[src/rtl/alu_pipe_param.sv]
// Four-stage register-read / ALU / writeback / store pipeline with hold and cfg write port.
// Define ALU_PIPE_FWD_EN to forward S1/S2 results into the operand read.
module alu_pipe_param #(
    parameter int unsigned DW = 16,
    parameter int unsigned RA = 4,
    parameter int unsigned MA = 8
) (
    input  logic          clk,
    input  logic          rst_n,
    input  logic          in_valid,
    output logic          in_ready,
    input  logic          hold,
    input  logic [RA-1:0] rs1,
    input  logic [RA-1:0] rs2,
    input  logic [RA-1:0] rd,
    input  logic [3:0]    func,
    input  logic [MA-1:0] addr,
    output logic [DW-1:0] z,
    output logic          z_valid,
    input  logic          cfg_we,
    input  logic [RA-1:0] cfg_addr,
    input  logic [DW-1:0] cfg_data,
    input  logic [MA-1:0] mem_raddr,
    output logic [DW-1:0] mem_rdata
);

    localparam int unsigned NREG = 1 << RA;
    localparam int unsigned NMEM = 1 << MA;

    typedef enum logic [3:0] {
        ALU_ADD    = 4'd0,
        ALU_SUB    = 4'd1,
        ALU_MUL    = 4'd2,
        ALU_PASS_A = 4'd3,
        ALU_PASS_B = 4'd4,
        ALU_AND    = 4'd5,
        ALU_OR     = 4'd6,
        ALU_XOR    = 4'd7,
        ALU_NEG_A  = 4'd8,
        ALU_NEG_B  = 4'd9,
        ALU_SHR    = 4'd10,
        ALU_SHL    = 4'd11
    } alu_op_t;

    logic [DW-1:0] regs [NREG];
    logic [DW-1:0] mem  [NMEM];

    logic          s1_valid;
    logic [DW-1:0] s1_a;
    logic [DW-1:0] s1_b;
    logic [RA-1:0] s1_rd;
    logic [3:0]    s1_func;
    logic [MA-1:0] s1_addr;

    logic [RA-1:0] s2_rd;
    logic [MA-1:0] s2_addr;

    logic          s3_valid;
    logic [DW-1:0] s3_z;
    logic [MA-1:0] s3_addr;

    logic [DW-1:0] alu_y;
    logic [DW-1:0] op_a;
    logic [DW-1:0] op_b;
    logic          wb_en;
    logic          mem_we;

    assign in_ready = ~hold;
    assign wb_en    = z_valid & ~hold;
    assign mem_we   = s3_valid & ~hold;

    always_comb begin
        alu_y = '0;
        case (s1_func)
            ALU_ADD:    alu_y = s1_a + s1_b;
            ALU_SUB:    alu_y = s1_a - s1_b;
            ALU_MUL:    alu_y = s1_a * s1_b;
            ALU_PASS_A: alu_y = s1_a;
            ALU_PASS_B: alu_y = s1_b;
            ALU_AND:    alu_y = s1_a & s1_b;
            ALU_OR:     alu_y = s1_a | s1_b;
            ALU_XOR:    alu_y = s1_a ^ s1_b;
            ALU_NEG_A:  alu_y = '0 - s1_a;
            ALU_NEG_B:  alu_y = '0 - s1_b;
            ALU_SHR:    alu_y = s1_a >> 1;
            ALU_SHL:    alu_y = s1_a << 1;
            default:    alu_y = '0;
        endcase
    end

`ifdef ALU_PIPE_FWD_EN
    // S2 must be forwarded too: its writeback lands on the same edge as this read.
    always_comb begin
        op_a = regs[rs1];
        if (s1_valid && (s1_rd == rs1))
            op_a = alu_y;
        else if (z_valid && (s2_rd == rs1))
            op_a = z;

        op_b = regs[rs2];
        if (s1_valid && (s1_rd == rs2))
            op_b = alu_y;
        else if (z_valid && (s2_rd == rs2))
            op_b = z;
    end
`else
    always_comb begin
        op_a = regs[rs1];
        op_b = regs[rs2];
    end
`endif

    always_ff @(posedge clk or negedge rst_n) begin
        if (!rst_n) begin
            s1_valid <= 1'b0;
            s1_a     <= '0;
            s1_b     <= '0;
            s1_rd    <= '0;
            s1_func  <= '0;
            s1_addr  <= '0;
            z_valid  <= 1'b0;
            z        <= '0;
            s2_rd    <= '0;
            s2_addr  <= '0;
            s3_valid <= 1'b0;
            s3_z     <= '0;
            s3_addr  <= '0;
        end else if (!hold) begin
            s1_valid <= in_valid;
            s1_a     <= op_a;
            s1_b     <= op_b;
            s1_rd    <= rd;
            s1_func  <= func;
            s1_addr  <= addr;
            z_valid  <= s1_valid;
            z        <= alu_y;
            s2_rd    <= s1_rd;
            s2_addr  <= s1_addr;
            s3_valid <= z_valid;
            s3_z     <= z;
            s3_addr  <= s2_addr;
        end
    end

    // Pipeline writeback takes priority over a cfg write to the same register.
    always_ff @(posedge clk) begin
        if (cfg_we && !(wb_en && (s2_rd == cfg_addr)))
            regs[cfg_addr] <= cfg_data;
        if (wb_en)
            regs[s2_rd] <= z;
    end

    always_ff @(posedge clk) begin
        if (mem_we)
            mem[s3_addr] <= s3_z;
    end

    always_ff @(posedge clk or negedge rst_n) begin
        if (!rst_n)
            mem_rdata <= '0;
        else
            mem_rdata <= mem[mem_raddr];
    end

endmodule
[config.mk]
export PLATFORM = sky130hd
export DESIGN_NAME = alu_pipe_param
export DESIGN_NICKNAME = d
export VERILOG_FILES = /design/src/rtl/alu_pipe_param.sv
export SDC_FILE = /design/constraint.sdc
export NUM_CORES = 2
export LEC_CHECK = 0
export ABC_CLOCK_PERIOD_IN_PS = 6600
export CAP_MARGIN = 15
export CORE_ASPECT_RATIO = 0.6
export CORE_UTILIZATION = 30
export CTS_BUF_LIST = sky130_fd_sc_hd__clkbuf_16
export CTS_CLUSTER_DIAMETER = 30
export CTS_CLUSTER_SIZE = 30
export DETAILED_ROUTE_END_ITERATION = 12
export PLACE_DENSITY = 0.44
export SYNTH_ARGS = -nofsm -noshare
export SYNTH_HDL_FRONTEND = slang
export SYNTH_MEMORY_MAX_BITS = 65536
export SYNTH_SLANG_ARGS = --single-unit
[constraint.sdc]
create_clock -name clk -period 6.6 [get_ports clk]
set_clock_uncertainty 0.15 [all_clocks]
set_input_delay 0.66 -clock clk [delete_from_list [all_inputs] [get_ports clk]]
set_output_delay 0.66 -clock clk [all_outputs]
set_load 0.05 [all_outputs]
---- After elaboration in Yosys (flattened, before gate mapping) ----
Memories as Yosys holds them, arrays and structs flattened. A register that Yosys moved wholly into a read port is not among the register bits.
Index checks and enable logic that the tools add are counted.
word-level totals
  register bits ........................... 71
  bits in writable memories ............... 4352
  bits of input ports ..................... 57
  word-level logic and storage cells ...... 52
  memories ................................ 2
operators by class
  add/subtract/negate cells ............... 4
  multiply operators ...................... 1
  equal/unequal tests ..................... 12
  muxes and demuxes ....................... 7
  bitwise gates (word level) .............. 6
  reductions and logical operators ........ 9
memories
  name  words  width  read ports  clocked after Yosys merged registers in  write ports  RTL line  RTL
  mem   256    16     1           1                                        1            46        logic [DW-1:0] mem [NMEM];
  regs  16     16     2           2                                        2            45        logic [DW-1:0] regs [NREG];
operators with widths
  cell                                                                   number
  16-bit one-hot mux with 12 select lines                                1
  1-bit by 16-bit subtractor with 16-bit output, first input constant    2
  16-bit adder                                                           1
  16-bit AND                                                             1
  4-bit by 3-bit equality test with 1-bit output, second input constant  4
  4-bit equality test, second input constant                             4
  16-bit by 16-bit multiplier with 16-bit output                         1
  16-bit bitwise OR                                                      1
  16-bit subtractor                                                      1
  16-bit XOR                                                             1
  4-bit by 2-bit equality test with 1-bit output, second input constant  2
  1-bit zero test                                                        6
  1-bit 2-to-1 mux                                                       6
  4-bit by 1-bit equality test with 1-bit output, second input constant  1
  4-bit equality test                                                    1
  4-bit zero test                                                        1
  1-bit AND                                                              2
  1-bit logical AND                                                      2
  1-bit NOT                                                              1

---- Logic depth before layout (Yosys ltp) ----
  depth after elaboration ................. 7
  depth in mapped cells ................... 23
  mapped depth without buffers ............ 21

---- Least setup slack after synthesis ----
Ideal clock, no wire load.
  path kind ............................... register -> register
  from .................................... register s1_b[4], read port of regs
  to ...................................... register z[15]
  library setup time ...................... 0.082 ns
  data arrival time ....................... 5.417 ns
  data required time ...................... 6.368 ns
  path slack .............................. 0.952 ns
  cell stages (with the launch flop) ...... 23
  buffers on the path ..................... 2
  cell sequence ........................... dfrtp_1 > clkbuf_1 > inv_1 > clkbuf_1 > nor2_1 > fa_1 > inv_1 > fa_1 > fa_1 > fa_1 > inv_1 > fa_1 > inv_1 > fa_1 > inv_1 > ha_1 > a21oi_1 > o21ai_0 > a311oi_1 > o21bai_1 > xnor2_1 > nand2_1 > a31oi_1
between the ends
  word-level cells in the longest chain between the ends .. 2
  elaborated cells between the ends (all ways) .. 5
RTL lines
  element                                                                 RTL line  RTL
  start, declared                                                         50        logic [DW-1:0] s1_b;
  16-bit by 16-bit multiplier with 16-bit output (tied with other cells)  77        ALU_MUL: alu_y = s1_a * s1_b;
  16-bit one-hot mux with 12 select lines (*)                             74        case (s1_func)
  end signal, assigned                                                    136       z <= alu_y;
  end, declared                                                           18        output logic [DW-1:0] z,
Mark *: on every way between the ends. The rest lies on a longest branch, timed or not.
A chain may end at the register's enable or synchronous reset.

---- Final worst setup path ----
  from .................................... register s1_a[1], read port of regs
  to ...................................... register z[14]
between the ends
  word-level cells in the longest chain between the ends .. 2
  elaborated cells between the ends (all ways) .. 5
RTL lines
  element                                                                 RTL line  RTL
  start, declared                                                         49        logic [DW-1:0] s1_a;
  16-bit by 16-bit multiplier with 16-bit output (tied with other cells)  77
  16-bit one-hot mux with 12 select lines (*)                             74
Marked as above.

==> impl_metrics.toml <==
[global_routing]
grt_start_max_net_pins = 191
first_global_vias = 93600
track_usage_pct = 18.8
grt_overflow = 0
antenna_found_initial = 40
grt_pass1_wl_um = 796000

[routing]
dr.first_iter.drc_count = 11000
wl_per_cell_um = 32.7
routed_wl_um = 579000
ant_nets = 1
firstDrtPassIters = 6
viasPerCell = 5.24
num_vias = 92800
drc_errors = 0

[synthesis]
synth_edf_count = 4352
synth_ff_type = "edfxtp_1"
synthCells = 8229
ys_warn_count = 0
ys_ff_latch = 4471
synth_cell_type_count = 64
yosysSeqAreaShare_pct = 73.5
async_flop_share_pct = 2.66
netlist_area_um2 = 182000
avgSynthCellArea_um2 = 22.1
syn-num-nets = 8465

[place]
dp_hpwl_um = 357000
dpl.cell_count = 16400
routabilityCongestion = 0.856
portBuffers = 90
dp_worst_setup_slack_ns = 0.297

[sta]
hold_viol = 0
finalSetupViolations = 0
rsz0062_at_grt = "no"
min_period_ns = 6.31
relSlewSlack_pct = 7.84
setup_ws_ns = 0.286
period_share_pct = 95.7
worst_pin_slew_ns = 1.38
setup_tns_ns = 0
fmax_ghz = 0.158
drv_slew = 0

[clocking]
root_buffer = "clkbuf_16"
cts_made_buffers = 717
clk_latency_ns = 1.04
clock_sinks = 4471
post_cts_resized = 0
clockBufferDepth = 5
cts.clk_slew.worst_paths_ns = 0.05
htreeDepth = 6
cts_tree = "built"

[critical_path]
setup.worst_path.start = "s1_a[1]"
crit_type = "flip-flop to flip-flop"
reg2reg_slack_ns = 0.29
cp.required_ns = 7.35
worstPathArrival_ns = 7.07
slowest_delay_ns = 0.70
cp_max_fo = 7
cpMaxStageDelayCell = "o41ai_1"
start_kind = "flip-flop"
crit_chain = "clkinv_1, buf_4, nor2_1, ha_1, ha_1, ha_1, fa_1, ha_1, inv_1, fa_1, inv_1, ha_1, o21ai_0, o21bai_1, a2111oi_0, o41ai_1, nand2_1, nand4_1, o21a_1, a31oi_1"
critPathMostFrequentCell = "ha_1"
r2r_start = "s1_a[1]"
cp-end-kind = "flip-flop"

[floorplan]
rows = 221
initial_core_util_pct = 30.1
core_um2 = 604000
die_h_um = 605
dieArea_um2 = 609000
dieWidth_um = 1010
io_pins = 91

[layout]
n_fill_cell = 54800
syn2layout_area_growth_pct = 21.1
drive_gt1_share_pct = 37.4
instances_no_fill = 17700
final_nets = 9326
ff_latch_area_um2 = 134000
multi_input_area_um2 = 45800

[hold_path]
min_from = "addr[0]"
hold_path.class = "primary input to flip-flop"

[power]
powerDensity_nw_per_um2 = 378
vdd.ir_drop.worst_mv = 0.340
power.leakage_nw = 71.1

[status]
violations = "antenna violations"
status = "finished with violations"

[flow_run]
drv_cap = 0
## cell usage in the layout (no fill, tap or decap), drive strengths merged, types with 10 or more instances in the layout
| cell | count |
|---|---|
| xor2 | 19 |
| o221ai | 18 |
| nor3 | 24 |
| nor2b | 18 |
| clkinvlp | 78 |
| o21ai | 67 |
| clkdlybuf4s50 | 77 |
| mux2 | 312 |
| a222oi | 12 |
| a22o | 38 |
| buf | 576 |
| nand2 | 212 |
| mux4 | 1440 |
| nor2 | 359 |
| diode | 24 |
| clkinv | 227 |
| mux2i | 16 |
| a31oi | 10 |
| nand3 | 20 |
| xnor2 | 61 |
| fa | 81 |
| edfxtp | 4352 |
| a21oi | 29 |
| a221oi | 51 |
| a22oi | 93 |
| bufinv | 95 |
| nand2b | 12 |
| dfrtp | 119 |
| clkbuf | 732 |
| inv | 292 |
| ha | 98 |
## metrics by stage
stage	util (%)	cell area [µm²]	total power [mW]	hold slack, ns
after floorplan	-	182000	41.3	0.214
after global placement	32.4	196000	45.7	0.335
after detailed placement	32.4	196000	46.0	0.341
after CTS	36.5	220000	84.1	0.0597
after global routing	36.5	220000	85.9	0.0848
final	36.5	220000	83.3	0.136
## critical path: cells and delay by family, from the launching register on
kind	cells	cell delay, ns
and+or+nand+nor	3	0.44
DFF	1	0.67
AOI/OAI and AO/OA	6	1.72
buffers and inverters	4	0.84
adders and majority gates	7	2.40
## power by group
part / switching [mW] / internal (mW) / leakage (nW)
combinational: 7.12 / 3.09 / 18.1
clock: 13.9 / 24.0 / 11.9
sequential: 1.00 / 34.1 / 41.2
## metal layers
layer | up-vias | global-route usage, % | routed length (µm)
met3 | 753 | 4.50 | 45600
met1 | 51500 | 29.8 | 282000
met5 | - | 0 | 37
li1 | 36700 | - | -
met4 | 6 | 3.98 | 10800
met2 | 3794 | 26.0 | 241000
## worst paths after layout
check / endpoint / cells after the start
min in group asynchronous: mem_rdata[8] / 4
max in group asynchronous: s3_z[8] / 4
hold reg to reg: s1_rd[3] / 1
setup / recovery: z[14] / 20
setup reg to reg: z[14] / 20
hold / removal: s1_addr[0] / 2
## flip-flops by register name, summed over array words and instances (netlist names)
register and cells:
mem 4096, regs 256, mem_rdata 16, s1_a 16
s1_b 16, s3_z 16, z 16, s1_addr 8
s2_addr 8, s3_addr 8, s1_func 4, s1_rd 4
s2_rd 4, s1_valid 1, s3_valid 1, z_valid 1
## cells by family after synthesis
group / Yosys count / synth area share (%)
fa+ha+maj: 179 / 1.57
buf+inv: 662 / 1.53
flops: 4471 / 73.5
xor+xnor: 81 / 0.398
compound gates: 376 / 1.52
mux: 1768 / 19.9
simple gates: 692 / 1.59
## area by class of cell
class                      instances  area share, %
multi-input combinational       3096           20.8
tap                             8028           4.56
clock inverter                   544           2.68
timing repair buffer             656           2.64
inverter                         148          0.252
clock buffer                     732           8.32
sequential                      4471           60.7
antenna                           24         0.0273
## Yosys cell counts, types with 24 or more instances
library cell	number	area [µm²]
nand2_1	212	796
nor3_1	24	120
a22oi_1	93	698
mux4_2	1440	32400
dfrtp_1	119	2980
a21oi_1	29	145
mux2_2	312	3510
ha_1	98	1230
clkbuf_1	319	1200
nor2_1	358	1340
o21ai_0	67	335
a22o_1	38	333
buf_1	68	255
xnor2_1	61	534
edfxtp_1	4352	131000
fa_1	81	1620
buf_2	97	485
a221oi_1	51	447
inv_1	138	518
## repair_timing
item,4_1_cts,5_1_grt
endpoints found under the hold margin,120,0
hold buffers,4,0
setup buffers,0,0
Power figures use the tool's default switching activity.
